==> config.mk <==
export PLATFORM = sky130hd
export DESIGN_NAME = pipe_hazard_ctrl_flat
export DESIGN_NICKNAME = d
export VERILOG_FILES = /design/src/rtl/pipe_hazard_ctrl_pkg.sv /design/src/rtl/pipe_hazard_ctrl_if.sv /design/src/rtl/pipe_hazard_ctrl_sat_counter.sv /design/src/rtl/pipe_hazard_ctrl.sv /design/src/flat_wrapper.sv
export SDC_FILE = /design/constraint.sdc
export NUM_CORES = 1
export LEC_CHECK = 0
export BUFFER_PORTS_ARGS = -buffer_cell sky130_fd_sc_hd__buf_2
export CORE_AREA = 4 4 68 70
export DETAILED_ROUTE_END_ITERATION = 10
export DIE_AREA = 0 0 72 74
export PLACE_DENSITY = 0.91
export SLEW_MARGIN = 20
export SYNTH_ARGS = -nofsm -noshare
export SYNTH_HDL_FRONTEND = slang
export SYNTH_SLANG_ARGS = --single-unit
==> constraint.sdc <==
create_clock -name clk_i -period 3.3 [get_ports clk_i]
set_input_delay 0.165 -clock clk_i [delete_from_list [all_inputs] [get_ports clk_i]]
set_output_delay 0.165 -clock clk_i [all_outputs]
set_load 0.05 [all_outputs]
==> src/rtl/pipe_hazard_ctrl_pkg.sv <==
`default_nettype none
// ============================================================================
// Module  : pipe_hazard_ctrl_pkg
// Brief   : Shared pipeline constants and FSM state encoding.
// Revision: 1.0
// ============================================================================
package pipe_hazard_ctrl_pkg;

    localparam int unsigned PHC_REG_W = 5;

    localparam logic [PHC_REG_W-1:0] PHC_ZERO_REG = '0;

    typedef enum logic {
        RUN      = 1'b0,
        MEM_WAIT = 1'b1
    } state_e;

endpackage : pipe_hazard_ctrl_pkg
`default_nettype wire

==> src/rtl/pipe_hazard_ctrl_if.sv <==
`default_nettype none
// ============================================================================
// Module  : pipe_hazard_ctrl_if
// Brief   : Pipeline <-> hazard controller signal bundle (hazard inputs, stage controls).
// Revision: 1.0
// ============================================================================
interface pipe_hazard_ctrl_if
    import pipe_hazard_ctrl_pkg::*;
#(
    parameter int unsigned REG_W = PHC_REG_W
);
    logic [REG_W-1:0] id_rs_i;
    logic [REG_W-1:0] id_rt_i;
    logic             id_uses_rt_i;
    logic             ex_memread_i;
    logic [REG_W-1:0] ex_rd_i;
    logic             id_branch_taken_i;
    logic             id_jump_i;
    logic             mem_req_i;
    logic             mem_ack_i;

    logic             pc_write_o;
    logic             ifid_write_o;
    logic             ifid_flush_o;
    logic             idex_bubble_o;
    logic             exmem_hold_o;

    // Pipeline datapath side: reports hazard sources, consumes stage controls.
    modport master (
        output id_rs_i, id_rt_i, id_uses_rt_i, ex_memread_i, ex_rd_i,
        output id_branch_taken_i, id_jump_i, mem_req_i, mem_ack_i,
        input  pc_write_o, ifid_write_o, ifid_flush_o, idex_bubble_o, exmem_hold_o
    );

    modport slave (
        input  id_rs_i, id_rt_i, id_uses_rt_i, ex_memread_i, ex_rd_i,
        input  id_branch_taken_i, id_jump_i, mem_req_i, mem_ack_i,
        output pc_write_o, ifid_write_o, ifid_flush_o, idex_bubble_o, exmem_hold_o
    );

endinterface : pipe_hazard_ctrl_if
`default_nettype wire

==> src/rtl/pipe_hazard_ctrl_sat_counter.sv <==
`default_nettype none
// ============================================================================
// Module  : sat_counter
// Brief   : Up-counter that sticks at all-ones; asynchronous active-low clear.
// Revision: 1.0
// ============================================================================
module sat_counter #(
    parameter int unsigned WIDTH = 16
) (
    input  wire logic             clk_i,
    input  wire logic             rst_n_i,
    input  wire logic             inc_i,
    output logic [WIDTH-1:0]      cnt_o
);

    logic [WIDTH-1:0] cnt_q;
    logic [WIDTH-1:0] cnt_d;

    always_comb begin
        cnt_d = cnt_q;
        if (inc_i && (cnt_q != {WIDTH{1'b1}})) begin
            cnt_d = cnt_q + 1'b1;
        end
    end

    always_ff @(posedge clk_i or negedge rst_n_i) begin
        if (!rst_n_i) begin
            cnt_q <= '0;
        end else begin
            cnt_q <= cnt_d;
        end
    end

    assign cnt_o = cnt_q;

endmodule : sat_counter
`default_nettype wire

==> src/rtl/pipe_hazard_ctrl.sv <==
`default_nettype none
// ============================================================================
// Module  : pipe_hazard_ctrl
// Brief   : 5-stage pipeline hazard/sequencing control with perf counters and watchdog.
// Revision: 1.0
// ============================================================================
module pipe_hazard_ctrl
    import pipe_hazard_ctrl_pkg::*;
#(
    parameter int unsigned REG_W     = PHC_REG_W,
    parameter int unsigned CNT_W     = 16,
    parameter int unsigned STALL_MAX = 64
) (
    input  wire logic               clk_i,
    input  wire logic               rst_n_i,
    pipe_hazard_ctrl_if.slave       hz,
    output logic [CNT_W-1:0]        stall_cnt_o,
    output logic [CNT_W-1:0]        flush_cnt_o,
    output logic                    err_o
);

    localparam int unsigned        WD_W     = $clog2(STALL_MAX + 1);
    localparam logic [WD_W-1:0]    WD_LIMIT = WD_W'(STALL_MAX);
    localparam logic [REG_W-1:0]   ZERO_REG = REG_W'(PHC_ZERO_REG);

    state_e            state_q;
    state_e            state_d;
    logic [WD_W-1:0]   wd_q;
    logic [WD_W-1:0]   wd_d;
    logic              err_q;
    logic              err_d;

    logic              w_mem_stall;
    logic              w_load_use;
    logic              w_redirect;

    always_comb begin
        w_mem_stall = ((state_q == MEM_WAIT) && !hz.mem_ack_i) ||
                      ((state_q == RUN) && hz.mem_req_i && !hz.mem_ack_i);
        w_load_use  = hz.ex_memread_i && (hz.ex_rd_i != ZERO_REG) &&
                      ((hz.ex_rd_i == hz.id_rs_i) ||
                       (hz.id_uses_rt_i && (hz.ex_rd_i == hz.id_rt_i)));
        w_redirect  = hz.id_branch_taken_i || hz.id_jump_i;
    end

    // A load-use stall must also mask redirect: the branch compared a stale operand.
    always_comb begin
        hz.pc_write_o    = 1'b1;
        hz.ifid_write_o  = 1'b1;
        hz.ifid_flush_o  = 1'b0;
        hz.idex_bubble_o = 1'b0;
        hz.exmem_hold_o  = 1'b0;
        if (!rst_n_i) begin
            hz.pc_write_o    = 1'b0;
            hz.ifid_write_o  = 1'b0;
            hz.ifid_flush_o  = 1'b1;
            hz.idex_bubble_o = 1'b1;
        end else if (w_mem_stall) begin
            hz.pc_write_o    = 1'b0;
            hz.ifid_write_o  = 1'b0;
            hz.exmem_hold_o  = 1'b1;
        end else if (w_load_use) begin
            hz.pc_write_o    = 1'b0;
            hz.ifid_write_o  = 1'b0;
            hz.idex_bubble_o = 1'b1;
        end else if (w_redirect) begin
            hz.ifid_write_o  = 1'b0;
            hz.ifid_flush_o  = 1'b1;
        end
    end

    always_comb begin
        state_d = state_q;
        wd_d    = wd_q;
        case (state_q)
            RUN: begin
                wd_d = '0;
                if (hz.mem_req_i && !hz.mem_ack_i) begin
                    state_d = MEM_WAIT;
                end
            end
            MEM_WAIT: begin
                if (hz.mem_ack_i) begin
                    state_d = RUN;
                    wd_d    = '0;
                end else if (wd_q != WD_LIMIT) begin
                    wd_d = wd_q + 1'b1;
                end
            end
            default: begin
                state_d = RUN;
                wd_d    = '0;
            end
        endcase
        err_d = err_q || (wd_d == WD_LIMIT);
    end

    always_ff @(posedge clk_i or negedge rst_n_i) begin
        if (!rst_n_i) begin
            state_q <= RUN;
            wd_q    <= '0;
            err_q   <= 1'b0;
        end else begin
            state_q <= state_d;
            wd_q    <= wd_d;
            err_q   <= err_d;
        end
    end

    assign err_o = err_q;

    sat_counter #(
        .WIDTH (CNT_W)
    ) u_stall_cnt (
        .clk_i   (clk_i),
        .rst_n_i (rst_n_i),
        .inc_i   (w_mem_stall || w_load_use),
        .cnt_o   (stall_cnt_o)
    );

    sat_counter #(
        .WIDTH (CNT_W)
    ) u_flush_cnt (
        .clk_i   (clk_i),
        .rst_n_i (rst_n_i),
        .inc_i   (hz.ifid_flush_o && rst_n_i),
        .cnt_o   (flush_cnt_o)
    );

endmodule : pipe_hazard_ctrl
`default_nettype wire

==> src/flat_wrapper.sv <==
// flat-port wrapper written by rule: the top's interface ports become plain ports
module pipe_hazard_ctrl_flat import pipe_hazard_ctrl_pkg::*;
#(
    parameter int unsigned REG_W     = PHC_REG_W,
    parameter int unsigned CNT_W     = 16,
    parameter int unsigned STALL_MAX = 64
)
  (clk_i, rst_n_i, stall_cnt_o, flush_cnt_o, err_o, hz_id_rs_i, hz_id_rt_i, hz_id_uses_rt_i, hz_ex_memread_i, hz_ex_rd_i, hz_id_branch_taken_i, hz_id_jump_i, hz_mem_req_i, hz_mem_ack_i, hz_pc_write_o, hz_ifid_write_o, hz_ifid_flush_o, hz_idex_bubble_o, hz_exmem_hold_o);
  pipe_hazard_ctrl_if #(.REG_W(REG_W)) hz_i ();
  input  wire logic clk_i;
  input  wire logic rst_n_i;
  output logic [CNT_W-1:0] stall_cnt_o;
  output logic [CNT_W-1:0] flush_cnt_o;
  output logic err_o;
  input wire logic [$bits(hz_i.id_rs_i)-1:0] hz_id_rs_i;
  input wire logic [$bits(hz_i.id_rt_i)-1:0] hz_id_rt_i;
  input wire logic [$bits(hz_i.id_uses_rt_i)-1:0] hz_id_uses_rt_i;
  input wire logic [$bits(hz_i.ex_memread_i)-1:0] hz_ex_memread_i;
  input wire logic [$bits(hz_i.ex_rd_i)-1:0] hz_ex_rd_i;
  input wire logic [$bits(hz_i.id_branch_taken_i)-1:0] hz_id_branch_taken_i;
  input wire logic [$bits(hz_i.id_jump_i)-1:0] hz_id_jump_i;
  input wire logic [$bits(hz_i.mem_req_i)-1:0] hz_mem_req_i;
  input wire logic [$bits(hz_i.mem_ack_i)-1:0] hz_mem_ack_i;
  output wire logic [$bits(hz_i.pc_write_o)-1:0] hz_pc_write_o;
  output wire logic [$bits(hz_i.ifid_write_o)-1:0] hz_ifid_write_o;
  output wire logic [$bits(hz_i.ifid_flush_o)-1:0] hz_ifid_flush_o;
  output wire logic [$bits(hz_i.idex_bubble_o)-1:0] hz_idex_bubble_o;
  output wire logic [$bits(hz_i.exmem_hold_o)-1:0] hz_exmem_hold_o;
  assign hz_i.id_rs_i = hz_id_rs_i;
  assign hz_i.id_rt_i = hz_id_rt_i;
  assign hz_i.id_uses_rt_i = hz_id_uses_rt_i;
  assign hz_i.ex_memread_i = hz_ex_memread_i;
  assign hz_i.ex_rd_i = hz_ex_rd_i;
  assign hz_i.id_branch_taken_i = hz_id_branch_taken_i;
  assign hz_i.id_jump_i = hz_id_jump_i;
  assign hz_i.mem_req_i = hz_mem_req_i;
  assign hz_i.mem_ack_i = hz_mem_ack_i;
  assign hz_pc_write_o = hz_i.pc_write_o;
  assign hz_ifid_write_o = hz_i.ifid_write_o;
  assign hz_ifid_flush_o = hz_i.ifid_flush_o;
  assign hz_idex_bubble_o = hz_i.idex_bubble_o;
  assign hz_exmem_hold_o = hz_i.exmem_hold_o;
  pipe_hazard_ctrl #(.REG_W(REG_W), .CNT_W(CNT_W), .STALL_MAX(STALL_MAX)) u_core (.clk_i(clk_i), .rst_n_i(rst_n_i), .hz(hz_i), .stall_cnt_o(stall_cnt_o), .flush_cnt_o(flush_cnt_o), .err_o(err_o));
endmodule
# [Word-level counts from Yosys, hierarchy flattened]
# Cells that the tools add are included.
[totals] regBits=41 latch_bits=0 ramBits=0 rom_bits=0 input_bits=23 wordCells=54 memories=0
[op_classes] addsub=3 multipliers=0 n_div=0 n_lt_le_gt_ge=0 n_eq_ne=6 n_shift=0 n_mux=22 bitwise=1 reduce_logical=17
[ops] op="16-bit by 1-bit adder with 16-bit output, second input constant" count=2
[ops] op="16-bit inequality test, second input constant" count=2
[ops] op="1-bit 2-to-1 mux" count=18
[ops] op="7-bit 2-to-1 mux" count=2
[ops] op="7-bit one-hot mux with 2 select lines" count=1
[ops] op="5-bit equality test" count=2
[ops] op="1-bit logical AND" count=10
[ops] op="7-bit by 1-bit adder with 7-bit output, second input constant" count=1
[ops] op="7-bit equality test, second input constant" count=1
[ops] op="7-bit inequality test, second input constant" count=1
[ops] op="1-bit logical OR" count=5
[ops] op="5-bit nonzero test" count=1
[ops] op="1-bit one-hot mux with 2 select lines" count=1
[ops] op="1-bit logical NOT" count=1
[ops] op="1-bit NOT" count=1

# [Longest topological paths before layout]
[logic_depth] word_depth=9 depth_mapped=8

# [By module]
# From an unflattened synthesis, not the netlist that was laid out.
[unflattened] hier_cells=226 hier_area_um2=2449.8
[modules_own_cells] module="sat_counter" n_inst=2 cells_each=72 area_each_um2=859.6 seq_area_each_um2=400.4
[modules_own_cells] module="pipe_hazard_ctrl" n_inst=1 cells_each=82 area_each_um2=730.7 seq_area_each_um2=225.2

# [Worst setup path before layout]
# Ideal clock, no wire load.
[synth_path] path_kind="reg2reg" start="register u_core.u_stall_cnt.cnt_q[4] (netlist: u_core.u_stall_cnt.cnt_o[4])" end="register u_core.u_stall_cnt.cnt_q[13] (netlist: u_core.u_stall_cnt.cnt_o[13])" t_arrival_ns=2.173 required_time_ns=3.154 path_slack_ns=0.981 path_stages_with_launch=8 path_buffers=1 period_less_slack_ns=2.319 cell_sequence="dfrtp_1 -> and4_1 -> and3_1 -> nand4_1 -> nor2_1 -> clkbuf_1 -> nor3_1 -> xor2_1"
[synth_via] elab_chain_len=2
[synth_lines] item="from (decl)" line="pipe_hazard_ctrl_sat_counter.sv:16" rtl="logic [WIDTH-1:0] cnt_q;"
[synth_lines] item="from (signal assigned)" line="pipe_hazard_ctrl_sat_counter.sv:30" rtl="cnt_q <= cnt_d;"
[synth_lines] item="parallel branches: the longest is 2 deep, another holds 16-bit by 1-bit adder with 16-bit output"
# Several ways; the timed one is not identified.
# A chain may end at the register's enable or synchronous reset.

# [Worst setup path after layout]
[layout_path] start="register u_core.u_flush_cnt.cnt_q[0] (netlist: u_core.u_flush_cnt.cnt_o[0])" end="register u_core.u_flush_cnt.cnt_q[1] (netlist: u_core.u_flush_cnt.cnt_o[1])"
[layout_via] elab_chain_len=2
[layout_lines] item="from (decl)" line="pipe_hazard_ctrl_sat_counter.sv:16"
[layout_lines] item="from (signal assigned)" line="pipe_hazard_ctrl_sat_counter.sv:30"
[layout_lines] item="parallel branches: the longest is 2 deep, another holds 16-bit by 1-bit adder with 16-bit output"
# Several ways; the timed one is not identified.

==> flow_metrics.env <==
export IMPL_cts_resized=0
export IMPL_crit_required_ns=3.47
export IMPL_initial_core_util=0.555
export IMPL_area_growth_pct=19.7
export IMPL_grt_max_degree=48
export IMPL_synth_ff_type="dfrtp_1"
export IMPL_cap_violations=0
export IMPL_path_class="reg -> reg"
export IMPL_worst_slew_pin_slew_ns=0.717
export IMPL_period_minus_slack_ns=2.30
export IMPL_rsz0062_at_grt="no"
export IMPL_drive_gt1_frac=0.272
export IMPL_ios=61
export IMPL_synth_top_area_cell="dfrtp_1"
export IMPL_die_area_um2=5330
export IMPL_ant_nets=0
export IMPL_clk_pin_slew_ns=0.07
export IMPL_die_h_um=74
export IMPL_drcViolationCount=0
export IMPL_numCtsBuffers=5
export IMPL_seq_area_frac_synth=0.466
export IMPL_grt_usage=0.199
export IMPL_syn_cell_area_um2=2200
export IMPL_maxSlewViolCount=0
export IMPL_clkLatencyLatePin_ns=0.28
export IMPL_antenna_found_initial=0
export IMPL_vias=1879
export IMPL_grt_pass1_wl_um=8440
export IMPL_drt_pass1_iter_count=5
export IMPL_cts_setup_buffers=0
export IMPL_cts_sinks=41
export IMPL_multiInputGateArea_um2=1130
export IMPL_wirelength_um=4960
export IMPL_status="complete, no violations"
export IMPL_overflow=0
export IMPL_cts_tree="yes"
export IMPL_synth_area_leaders="dfrtp_1 47%, xor2_1 10%, xnor2_1 6.4%"
export IMPL_leakagePower_nw=1.28
export IMPL_period_share=0.697
export IMPL_root_buffer="clkbuf_8"
export IMPL_synth_edff_count=0
export IMPL_synth_fp_nets=245
export IMPL_relSlewSlack=0.515
export IMPL_cp_arrival_ns=2.47
export IMPL_dp_hpwl_um=3650
export IMPL_yosys_area_top_type_share=0.466
export IMPL_first_iter_violations=112
export IMPL_finalNonFillerCells=333
export IMPL_yosysUniqueCellTypes=40
export IMPL_worst_setup_path_start_kind="flip-flop"
export IMPL_n_fill_cell=342
export IMPL_grt_pass1_vias=1930
export IMPL_finalHoldViolations=0
export IMPL_num_rows=23
export IMPL_wl_per_cell_um=14.9
export IMPL_synth_area_per_cell_um2=10.1
export IMPL_worstPathMaxFanout=10
export IMPL_htreeDepth=2
export IMPL_end_kind="flip-flop"
export IMPL_port_buffers=60
export IMPL_cellPowerDensity_nw_per_um2=645
export IMPL_regArea_um2=1030
export IMPL_dp_cells=325
export IMPL_final_nets=309
export IMPL_yosysWarnings=0
export IMPL_cts_hold_buf=0
export IMPL_die_w_um=72
export IMPL_min_path_type="in -> async"
export IMPL_ir_drop_mv=0.563
export IMPL_globalplace_congestion=0.934
export IMPL_num_antenna_cells=0
export IMPL_totalPowerFinal_mw=1.70
export IMPL_async_flop_share=1.00
export IMPL_ys_ff_latch=41
export IMPL_clock_path_buffers=2
export IMPL_syn_inst=218
export IMPL_setup_viol=0
export IMPL_coreArea_um2=3970
export IMPL_vias_per_cell=5.64
export IMPL_fin_skew_ns=0.00347
export IMPL_fmax_mhz=435
export IMPL_tns_ns=0
export IMPL_fin_util=0.664
cell type report:
| cell class | instances | share of cell area |
|---|---|---|
| clock buffer | 8 | 0.0304 |
| inverter | 5 | 0.00712 |
| multi-input combinational | 166 | 0.427 |
| sequential | 41 | 0.389 |
| tap | 50 | 0.0237 |
| timing repair buffer | 63 | 0.122 |
cells by family after synthesis:
kind of cell               after synthesis  share of synthesized area
AOI/OAI and AO/OA                       17                     0.0494
xor gates and xnor gates                43                      0.174
adders and majority gates                4                     0.0227
buffers and inverters                   11                     0.0227
DFF                                     41                      0.466
muxes                                    4                     0.0199
and+or+nand+nor                         98                      0.245
state kept, by name (all words and copies together) (netlist names):
name and flops:
u_core.u_flush_cnt.cnt_o 16, u_core.u_stall_cnt.cnt_o 16, u_core.wd_q 7, u_core.state_q 1
u_core.err_o 1
metal layers:
| metal | up-vias | track usage | share of wire |
|---|---|---|---|
| li1 | 898 | - | - |
| met1 | 899 | 0.234 | 0.41 |
| met2 | 76 | 0.349 | 0.51 |
| met3 | 6 | 0.0432 | 0.071 |
| met4 | 0 | 0.0960 | 0.014 |
| met5 | - | 0 | 0 |
synthesized netlist by cell type (all sizes together) (2+ instances only):
library cell / instances
inv: 5
nand3: 20
xor2: 26
nor4: 4
dfrtp: 41
nand4: 6
nor4b: 4
clkbuf: 4
nand2: 11
nor2: 17
xnor2: 17
nor3: 14
buf: 2
mux2: 3
ha: 4
nor3b: 5
a21oi: 3
and3: 7
a31oi: 2
o21ai: 5
and2: 3
cell usage in the layout, fill, tap and decap left out, types with 2 or more instances in the layout:
cell | Yosys | layout
nor4b_1 | 3 | 3
clkbuf_1 | 4 | 3
dfrtp_1 | 41 | 41
and3_1 | 7 | 7
a21oi_1 | 3 | 3
inv_1 | 5 | 5
nand3_1 | 20 | 20
and2_1 | 3 | 3
a31oi_1 | 2 | 2
nor3b_1 | 5 | 5
o21ai_0 | 5 | 5
buf_4 | 0 | 3
buf_2 | 1 | 60
nand2_1 | 11 | 11
nor3_1 | 14 | 14
ha_1 | 4 | 4
xnor2_1 | 16 | 16
nor2_1 | 17 | 17
mux2_2 | 3 | 3
clkbuf_8 | 0 | 5
nand4_1 | 6 | 6
nor4_1 | 3 | 3
xor2_1 | 26 | 26
metrics by stage:
step	worst slack, ns	cell area, um^2	hold slack (ns)
after detailed placement	0.969	2560	0.334
after global placement	1.02	2560	0.323
after global routing	0.804	2640	0.0433
after CTS	1.03	2640	0.0233
after floorplan	0.981	2200	-0.131
final	0.999	2640	0.00513
path summary, 6_finish.rpt:
check / to / startpoint / cells past startpoint / slack, ns
setup / recovery: u_core.u_flush_cnt.cnt_o[1]$_DFFE_PN0P_ / u_core.u_flush_cnt.cnt_o[0]$_DFFE_PN0P_ / 6 / 1.0
hold / removal: u_core.u_flush_cnt.cnt_o[4]$_DFFE_PN0P_ / rst_n_i / 2 / 0.005
setup reg to reg: u_core.u_flush_cnt.cnt_o[1]$_DFFE_PN0P_ / u_core.u_flush_cnt.cnt_o[0]$_DFFE_PN0P_ / 6 / 1.0
hold reg to reg: u_core.err_o$_DFF_PN0_ / u_core.err_o$_DFF_PN0_ / 1 / 0.47
max in group asynchronous: u_core.err_o$_DFF_PN0_ / rst_n_i / 2 / 2.91
min in group clk_i: u_core.state_q$_DFF_PN0_ / hz_mem_ack_i / 2 / 0.10
critical path, stage by stage, from the launching register on:
cell	delay, ns
dfrtp_1	0.45
ha_1	0.22
and3_1	0.26
nor3b_1	0.40
and2_1	0.45
nor2_1	0.12
mux2_2	0.29
power breakdown:
part           switching, mW  internal [mW]  total, mW
logic                  0.498          0.175      0.673
clock network          0.159          0.150      0.309
registers              0.119          0.598      0.718
No activity file was read; power rests on OpenSTA's default activity.
